### src/rtl/fpr_wb_scoreboard_if.sv
// Bundle of issue, writeback-source and register-file write-port signals
// shared between the FP scoreboard and its surroundings.
interface fpr_wb_scoreboard_if #(
    parameter int NREG = 32,
    parameter int DW   = 32
);
    localparam int AW = $clog2(NREG);

    // ID stage
    logic            issue_valid_i;
    logic [2:0]      issue_rs_en_i;
    logic [AW-1:0]   issue_rs1_i;
    logic [AW-1:0]   issue_rs2_i;
    logic [AW-1:0]   issue_rs3_i;
    logic            issue_rd_en_i;
    logic [AW-1:0]   issue_rd_i;
    logic            issue_ready_o;

    // FPU result source
    logic            fpu_valid_i;
    logic [AW-1:0]   fpu_rd_i;
    logic [DW-1:0]   fpu_data_i;
    logic            fpu_ready_o;

    // LSU load source
    logic            lsu_valid_i;
    logic [AW-1:0]   lsu_rd_i;
    logic [DW-1:0]   lsu_data_i;
    logic            lsu_ready_o;

    // Register-file write port and status
    logic            we_o;
    logic [AW-1:0]   waddr_o;
    logic [DW-1:0]   wdata_o;
    logic [NREG-1:0] busy_o;
    logic            err_o;

    modport slave (
        input  issue_valid_i, issue_rs_en_i, issue_rs1_i, issue_rs2_i, issue_rs3_i,
        input  issue_rd_en_i, issue_rd_i,
        output issue_ready_o,
        input  fpu_valid_i, fpu_rd_i, fpu_data_i,
        output fpu_ready_o,
        input  lsu_valid_i, lsu_rd_i, lsu_data_i,
        output lsu_ready_o,
        output we_o, waddr_o, wdata_o, busy_o, err_o
    );

    modport master (
        output issue_valid_i, issue_rs_en_i, issue_rs1_i, issue_rs2_i, issue_rs3_i,
        output issue_rd_en_i, issue_rd_i,
        input  issue_ready_o,
        output fpu_valid_i, fpu_rd_i, fpu_data_i,
        input  fpu_ready_o,
        output lsu_valid_i, lsu_rd_i, lsu_data_i,
        input  lsu_ready_o,
        input  we_o, waddr_o, wdata_o, busy_o, err_o
    );
endinterface

### src/rtl/fpr_wb_scoreboard.sv
// FP register hazard scoreboard (RAW/WAW stall) plus round-robin arbiter
// sharing the register file's single registered write port between FPU and LSU.
module fpr_wb_scoreboard #(
    parameter int NREG = 32,
    parameter int DW   = 32
) (
    input  logic                 clk,
    input  logic                 rst,
    fpr_wb_scoreboard_if.slave   bus
);
    localparam int AW = $clog2(NREG);

    logic [NREG-1:0] busy_reg;
    logic [NREG-1:0] busy_next;
    logic            rr_ptr_reg;
    logic            rr_ptr_next;
    logic            we_reg;
    logic [AW-1:0]   waddr_reg;
    logic [DW-1:0]   wdata_reg;
    logic            err_reg;

    logic [AW-1:0]   rs_addr [3];
    logic [2:0]      raw;
    logic            waw;
    logic            issue_ready;
    logic            issue_set;

    logic            fpu_grant;
    logic            lsu_grant;
    logic            wb_grant;
    logic [AW-1:0]   wb_rd;
    logic [DW-1:0]   wb_data;
    logic            wb_err;

    // ------------------------------------------------------------------
    // Hazard detection
    // ------------------------------------------------------------------
    assign rs_addr[0] = bus.issue_rs1_i;
    assign rs_addr[1] = bus.issue_rs2_i;
    assign rs_addr[2] = bus.issue_rs3_i;

    genvar gi;
    generate
        for (gi = 0; gi < 3; gi++) begin : g_raw
            assign raw[gi] = bus.issue_rs_en_i[gi]
                          && busy_reg[rs_addr[gi]]
                          && (rs_addr[gi] != '0);
        end
    endgenerate

    assign waw = bus.issue_rd_en_i
              && busy_reg[bus.issue_rd_i]
              && (bus.issue_rd_i != '0);

    assign issue_ready = !((|raw) || waw);

    // Only an instruction that actually fires and writes a non-zero rd claims it
    assign issue_set = bus.issue_valid_i && issue_ready && bus.issue_rd_en_i
                    && (bus.issue_rd_i != '0);

    // ------------------------------------------------------------------
    // Writeback arbitration: rr_ptr_reg=0 favours FPU, 1 favours LSU
    // ------------------------------------------------------------------
    assign fpu_grant = !rst && bus.fpu_valid_i && (!bus.lsu_valid_i || !rr_ptr_reg);
    assign lsu_grant = !rst && bus.lsu_valid_i && (!bus.fpu_valid_i ||  rr_ptr_reg);
    assign wb_grant  = fpu_grant || lsu_grant;

    assign wb_rd   = lsu_grant ? bus.lsu_rd_i   : bus.fpu_rd_i;
    assign wb_data = lsu_grant ? bus.lsu_data_i : bus.fpu_data_i;

    // Pointer only moves on real contention so a lone source never steals a turn
    assign rr_ptr_next = (bus.fpu_valid_i && bus.lsu_valid_i) ? ~rr_ptr_reg : rr_ptr_reg;

    // Writing back a register nobody is waiting on means a lost or duplicated result
    assign wb_err = wb_grant && (wb_rd != '0) && !busy_reg[wb_rd];

    // ------------------------------------------------------------------
    // Per-register busy update; set wins over clear
    // ------------------------------------------------------------------
    generate
        for (gi = 0; gi < NREG; gi++) begin : g_busy
            if (gi == 0) begin : g_zero
                assign busy_next[gi] = 1'b0;
            end else begin : g_reg
                logic set_bit;
                logic clr_bit;
                assign set_bit = issue_set && (bus.issue_rd_i == AW'(gi));
                assign clr_bit = wb_grant  && (wb_rd == AW'(gi));
                assign busy_next[gi] = set_bit ? 1'b1
                                     : clr_bit ? 1'b0
                                     : busy_reg[gi];
            end
        end
    endgenerate

    // ------------------------------------------------------------------
    // State and registered write port
    // ------------------------------------------------------------------
    always_ff @(posedge clk) begin
        if (rst) begin
            busy_reg   <= '0;
            rr_ptr_reg <= 1'b0;
            we_reg     <= 1'b0;
            waddr_reg  <= '0;
            wdata_reg  <= '0;
            err_reg    <= 1'b0;
        end else begin
            busy_reg   <= busy_next;
            rr_ptr_reg <= rr_ptr_next;
            we_reg     <= wb_grant;
            if (wb_grant) begin
                waddr_reg <= wb_rd;
                wdata_reg <= wb_data;
            end
            if (wb_err) begin
                err_reg <= 1'b1;
            end
        end
    end

    assign bus.issue_ready_o = issue_ready;
    assign bus.fpu_ready_o   = fpu_grant;
    assign bus.lsu_ready_o   = lsu_grant;
    assign bus.we_o          = we_reg;
    assign bus.waddr_o       = waddr_reg;
    assign bus.wdata_o       = wdata_reg;
    assign bus.busy_o        = busy_reg;
    assign bus.err_o         = err_reg;
endmodule
### src/flat_wrapper.sv
// flat-port wrapper written by rule: the top's interface ports become plain ports
module fpr_wb_scoreboard_flat 
#(
    parameter int NREG = 32,
    parameter int DW   = 32
)
  (clk, rst, bus_issue_valid_i, bus_issue_rs_en_i, bus_issue_rs1_i, bus_issue_rs2_i, bus_issue_rs3_i, bus_issue_rd_en_i, bus_issue_rd_i, bus_issue_ready_o, bus_fpu_valid_i, bus_fpu_rd_i, bus_fpu_data_i, bus_fpu_ready_o, bus_lsu_valid_i, bus_lsu_rd_i, bus_lsu_data_i, bus_lsu_ready_o, bus_we_o, bus_waddr_o, bus_wdata_o, bus_busy_o, bus_err_o);
  fpr_wb_scoreboard_if #(.NREG(NREG), .DW(DW)) bus_i ();
  input  logic clk;
  input  logic rst;
  input wire logic [$bits(bus_i.issue_valid_i)-1:0] bus_issue_valid_i;
  input wire logic [$bits(bus_i.issue_rs_en_i)-1:0] bus_issue_rs_en_i;
  input wire logic [$bits(bus_i.issue_rs1_i)-1:0] bus_issue_rs1_i;
  input wire logic [$bits(bus_i.issue_rs2_i)-1:0] bus_issue_rs2_i;
  input wire logic [$bits(bus_i.issue_rs3_i)-1:0] bus_issue_rs3_i;
  input wire logic [$bits(bus_i.issue_rd_en_i)-1:0] bus_issue_rd_en_i;
  input wire logic [$bits(bus_i.issue_rd_i)-1:0] bus_issue_rd_i;
  output wire logic [$bits(bus_i.issue_ready_o)-1:0] bus_issue_ready_o;
  input wire logic [$bits(bus_i.fpu_valid_i)-1:0] bus_fpu_valid_i;
  input wire logic [$bits(bus_i.fpu_rd_i)-1:0] bus_fpu_rd_i;
  input wire logic [$bits(bus_i.fpu_data_i)-1:0] bus_fpu_data_i;
  output wire logic [$bits(bus_i.fpu_ready_o)-1:0] bus_fpu_ready_o;
  input wire logic [$bits(bus_i.lsu_valid_i)-1:0] bus_lsu_valid_i;
  input wire logic [$bits(bus_i.lsu_rd_i)-1:0] bus_lsu_rd_i;
  input wire logic [$bits(bus_i.lsu_data_i)-1:0] bus_lsu_data_i;
  output wire logic [$bits(bus_i.lsu_ready_o)-1:0] bus_lsu_ready_o;
  output wire logic [$bits(bus_i.we_o)-1:0] bus_we_o;
  output wire logic [$bits(bus_i.waddr_o)-1:0] bus_waddr_o;
  output wire logic [$bits(bus_i.wdata_o)-1:0] bus_wdata_o;
  output wire logic [$bits(bus_i.busy_o)-1:0] bus_busy_o;
  output wire logic [$bits(bus_i.err_o)-1:0] bus_err_o;
  assign bus_i.issue_valid_i = bus_issue_valid_i;
  assign bus_i.issue_rs_en_i = bus_issue_rs_en_i;
  assign bus_i.issue_rs1_i = bus_issue_rs1_i;
  assign bus_i.issue_rs2_i = bus_issue_rs2_i;
  assign bus_i.issue_rs3_i = bus_issue_rs3_i;
  assign bus_i.issue_rd_en_i = bus_issue_rd_en_i;
  assign bus_i.issue_rd_i = bus_issue_rd_i;
  assign bus_issue_ready_o = bus_i.issue_ready_o;
  assign bus_i.fpu_valid_i = bus_fpu_valid_i;
  assign bus_i.fpu_rd_i = bus_fpu_rd_i;
  assign bus_i.fpu_data_i = bus_fpu_data_i;
  assign bus_fpu_ready_o = bus_i.fpu_ready_o;
  assign bus_i.lsu_valid_i = bus_lsu_valid_i;
  assign bus_i.lsu_rd_i = bus_lsu_rd_i;
  assign bus_i.lsu_data_i = bus_lsu_data_i;
  assign bus_lsu_ready_o = bus_i.lsu_ready_o;
  assign bus_we_o = bus_i.we_o;
  assign bus_waddr_o = bus_i.waddr_o;
  assign bus_wdata_o = bus_i.wdata_o;
  assign bus_busy_o = bus_i.busy_o;
  assign bus_err_o = bus_i.err_o;
  fpr_wb_scoreboard #(.NREG(NREG), .DW(DW)) u_core (.clk(clk), .rst(rst), .bus(bus_i));
endmodule
### config.mk
export PLATFORM = sky130hd
export DESIGN_NAME = fpr_wb_scoreboard_flat
export DESIGN_NICKNAME = d
export VERILOG_FILES = /design/src/rtl/fpr_wb_scoreboard_if.sv /design/src/rtl/fpr_wb_scoreboard.sv /design/src/flat_wrapper.sv
export SDC_FILE = /design/constraint.sdc
export NUM_CORES = 1
export LEC_CHECK = 0
export BUFFER_PORTS_ARGS = -buffer_cell sky130_fd_sc_hd__buf_4
export CAP_MARGIN = 20
export CORE_ASPECT_RATIO = 1.5
export CORE_MARGIN = 4
export CORE_UTILIZATION = 54
export CTS_CLUSTER_SIZE = 12
export DETAILED_ROUTE_END_ITERATION = 12
export GPL_TIMING_DRIVEN = 1
export PLACE_DENSITY_LB_ADDON = 0.12
export SYNTH_ARGS = -nofsm -noshare
export SYNTH_HDL_FRONTEND = slang
export SYNTH_SLANG_ARGS = --single-unit
### constraint.sdc
create_clock -name clk -period 4.2 [get_ports clk]
set_clock_uncertainty 0.05 [all_clocks]
set_input_delay 0.21 -clock clk [delete_from_list [all_inputs] [get_ports clk]]
set_output_delay 0.21 -clock clk [all_outputs]
set_load 0.1 [all_outputs]
==> flow_metrics.tcl <==
set metrics [dict create \
    outcome "finished clean" \
    drtIter0Drc 620 \
    detail-route-antenna-nets 0 \
    wire_per_inst_um 20.7 \
    synthArstFlopShare_pct 0 \
    grt_pass1_vias 4917 \
    seq_area_um2 1420 \
    cp.arrival_ps 2580 \
    diodes 0 \
    clock.fmax_mhz 352 \
    syn_to_final_growth_pct 34.9 \
    num_vias 4822 \
    syn_inst 482 \
    drt-total-wl_mm 15.5 \
    antenna_found_initial 0 \
    cts.sinks 71 \
    startpoint_type "flop" \
    max_slew_margin_pct 30.4 \
    slowest_delay_ps 480 \
    fp.dieH_um 120 \
    ys_ff_latch 71 \
    drcViolationCount 0 \
    cp_top_family "simple AND/OR/NAND/NOR gates" \
    hp-start "bus_lsu_data_i[18]" \
    worstMarginPinSlew_ps 1040 \
    cts-htree-levels 3 \
    cp_num_buf_inv 1 \
    power_frac_comb_pct 30.7 \
    post_cts_buffers 0 \
    io_buffer_count 175 \
    cts_made_buffers 9 \
    clk_pin_slew_ps 50 \
    clk_latency_ps 330 \
    rows 40 \
    cp_cell_sequence "mux4_2 -> or3b_1 -> a21oi_1 -> a311oi_1 -> nand2_2 -> nor2_1 -> buf_4" \
    grt_util_all_layers_pct 30.5 \
    peakVddDrop_v 0.000264 \
    clockRootBuffer "clkbuf_16" \
    final_layout_size_suffix_gt1_share_pct 36.4 \
    cp.depth 7 \
    multi_input_area_um2 2940 \
    cts_hold_buf 0 \
    slew_viol_final 0 \
    grt.overflow.total 0 \
    synth_area_um2 4550 \
    die_x_um 83.0 \
    fin_hold_ws_ps 19.2 \
    whs_path_depth 3 \
    path_max_fanout 9 \
    fin_cells 748 \
    clkPwrFrac_pct 32.5 \
    seqPwrFrac_pct 36.7 \
    tritoncts "built" \
    grt_pass1_wl_mm 24.5 \
    hp-class "in -> reg" \
    die_area_um2 9990 \
    power_density_nw_per_um2 324 \
    worst_ep_required_time_ps 3940 \
    fin_crit_ps 2840 \
    nFillCells 641 \
    ctsResizeCount 0 \
    dp.cells 733 \
    path_class "reg -> out" \
    ys_seq_area_share_pct 31.2 \
    internal-power_mw 1.28 \
    slowest_stage "mux4_2" \
    core_um2 8110 \
    num_io_pins 177 \
    r2r_cells 7 \
    period_share_pct 67.7 \
    drtPass1Iterations 6 \
    place_congestion 1.02 \
    leakage_nw 2.55 \
    tns_ps 0 \
    setup_viol 0 \
    clock_path_buffers 2 \
    grt_max_degree 43 \
    start_util_pct 56.1 \
    dpl.hpwl_mm 11.7 \
    p_sw_share_pct 35.7 \
    crit_path_end_kind "output pin" \
    yosysWarnings 0 \
    synth-edff-count 0 \
    grt_setup_unrepaired "false" \
    synth_ff_type "dfxtp_1" \
    layout.nets 743 \
    syn_nets 585 \
    hold_violations 0 \
    routed_via_density 6.45 \
    cap_violations 0 \
    largest_register_ffs 32 \
    avgSynthCellArea_um2 9.44 \
    r2r_start "u_core.bus.busy_o[18]$_SDFFE_PP0P_" \
    worstSetupStartpoint "u_core.bus.busy_o[18]$_SDFFE_PP0P_" \
    ys_types 54 \
    net-switching-power_uw 709 \
]
[worst reg2reg max path, cell delays in order, from the launching register on]
cell and delay (ps):
dfxtp_1 410, mux4_2 480, or3b_1 170, a21oi_1 70
a311oi_1 410, nand2_2 230, or4_4 580, o21ai_1 150
[cells by family after synthesis]
family	share of synthesized area (%)
buf+inv	4.45
compound gates	22.4
xor+xnor	0.193
other cells	0.0824
flops	31.2
simple gates	14.7
mux	27.0
[power by group through the flow]
stage	Clock [mW]	Combinational, mW	Sequential, mW
after floorplan	0	0.190	0.977
after global placement	0	0.599	0.742
after detailed placement	0	0.608	0.743
after CTS	0.654	0.610	0.730
after global routing	0.689	0.640	0.733
final	0.647	0.611	0.731
[cells in the mapped netlist, types with 3 or more instances]
master	instances	area (um^2)
inv_1	11	41.3
mux2_2	5	56.3
mux4_2	23	518
dfxtp_1	71	1420
o21ai_1	28	140
and3_1	3	18.8
nand3b_1	4	30.0
o211ai_1	23	173
nor2_1	43	161
o21ai_0	11	55.1
clkbuf_1	19	71.3
nor3_1	7	35.0
nand3_1	15	75.1
mux4_1	4	105
nor2b_1	4	25.0
o311ai_0	8	70.1
nand2b_1	8	50.1
or4_4	7	78.8
a41o_1	3	30.0
mux2i_1	55	551
buf_2	9	45.0
nand2_1	29	109
a31oi_1	6	37.5
a22oi_1	4	30.0
a21oi_1	12	60.1
a211oi_1	33	248
[stage by stage]
step | power [mW] | util (%) | setup slack, ps | area, um^2
floorplan | 1.17 | - | 732 | 4550
detailed placement | 1.35 | 72.6 | 1610 | 5890
finish | 1.99 | 75.7 | 1360 | 6140
global placement | 1.34 | 72.6 | 1580 | 5890
CTS | 1.99 | 75.6 | 1380 | 6130
global route | 2.06 | 75.7 | 1320 | 6140
[metal layers]
layer	part of all wire, %	track usage [%]	wire (um)	vias to the layer above
li1	-	-	-	2207
met1	34	31.7	5280	2204
met2	50	52.3	7670	319
met3	9.1	7.84	1400	92
met4	7.1	23.5	1100	0
met5	0	0	0	-
[final cells by class]
type	instances	area share, %
flip-flops and latches	71	23.2
multi-input cells	366	47.9
well taps	105	2.14
clock inverters	2	0.163
clock buffers	12	3.85
inverters	11	0.673
repair buffers	181	22.1
[path summary, 6_finish.rpt]
check                                             end  slack, ps
hold / removal    u_core.bus.wdata_o[18]$_SDFFE_PP0P_         20
setup reg to reg   u_core.bus.busy_o[23]$_SDFFE_PP0P_       1560
setup / recovery                    bus_issue_ready_o       1360
hold reg to reg    u_core.bus.wdata_o[7]$_SDFFE_PP0P_        430
[cells in the final DEF (no fill, tap or decap), types with 5 or more instances in the layout]
cell / netlist / routed
a211oi_1: 33 / 33
a21oi_1: 12 / 12
a31oi_1: 6 / 6
buf_4: 2 / 180
clkbuf_16: 0 / 9
dfxtp_1: 71 / 71
inv_1: 11 / 11
mux2_2: 5 / 5
mux2i_1: 55 / 55
mux4_2: 23 / 23
nand2_1: 29 / 29
nand2b_1: 8 / 8
nand3_1: 15 / 15
nor2_1: 43 / 41
nor3_1: 7 / 7
o211ai_1: 23 / 23
o21ai_0: 11 / 11
o21ai_1: 28 / 28
o311ai_0: 8 / 8
or4_4: 7 / 7
Note: power is estimated with default switching activity, not from simulation.
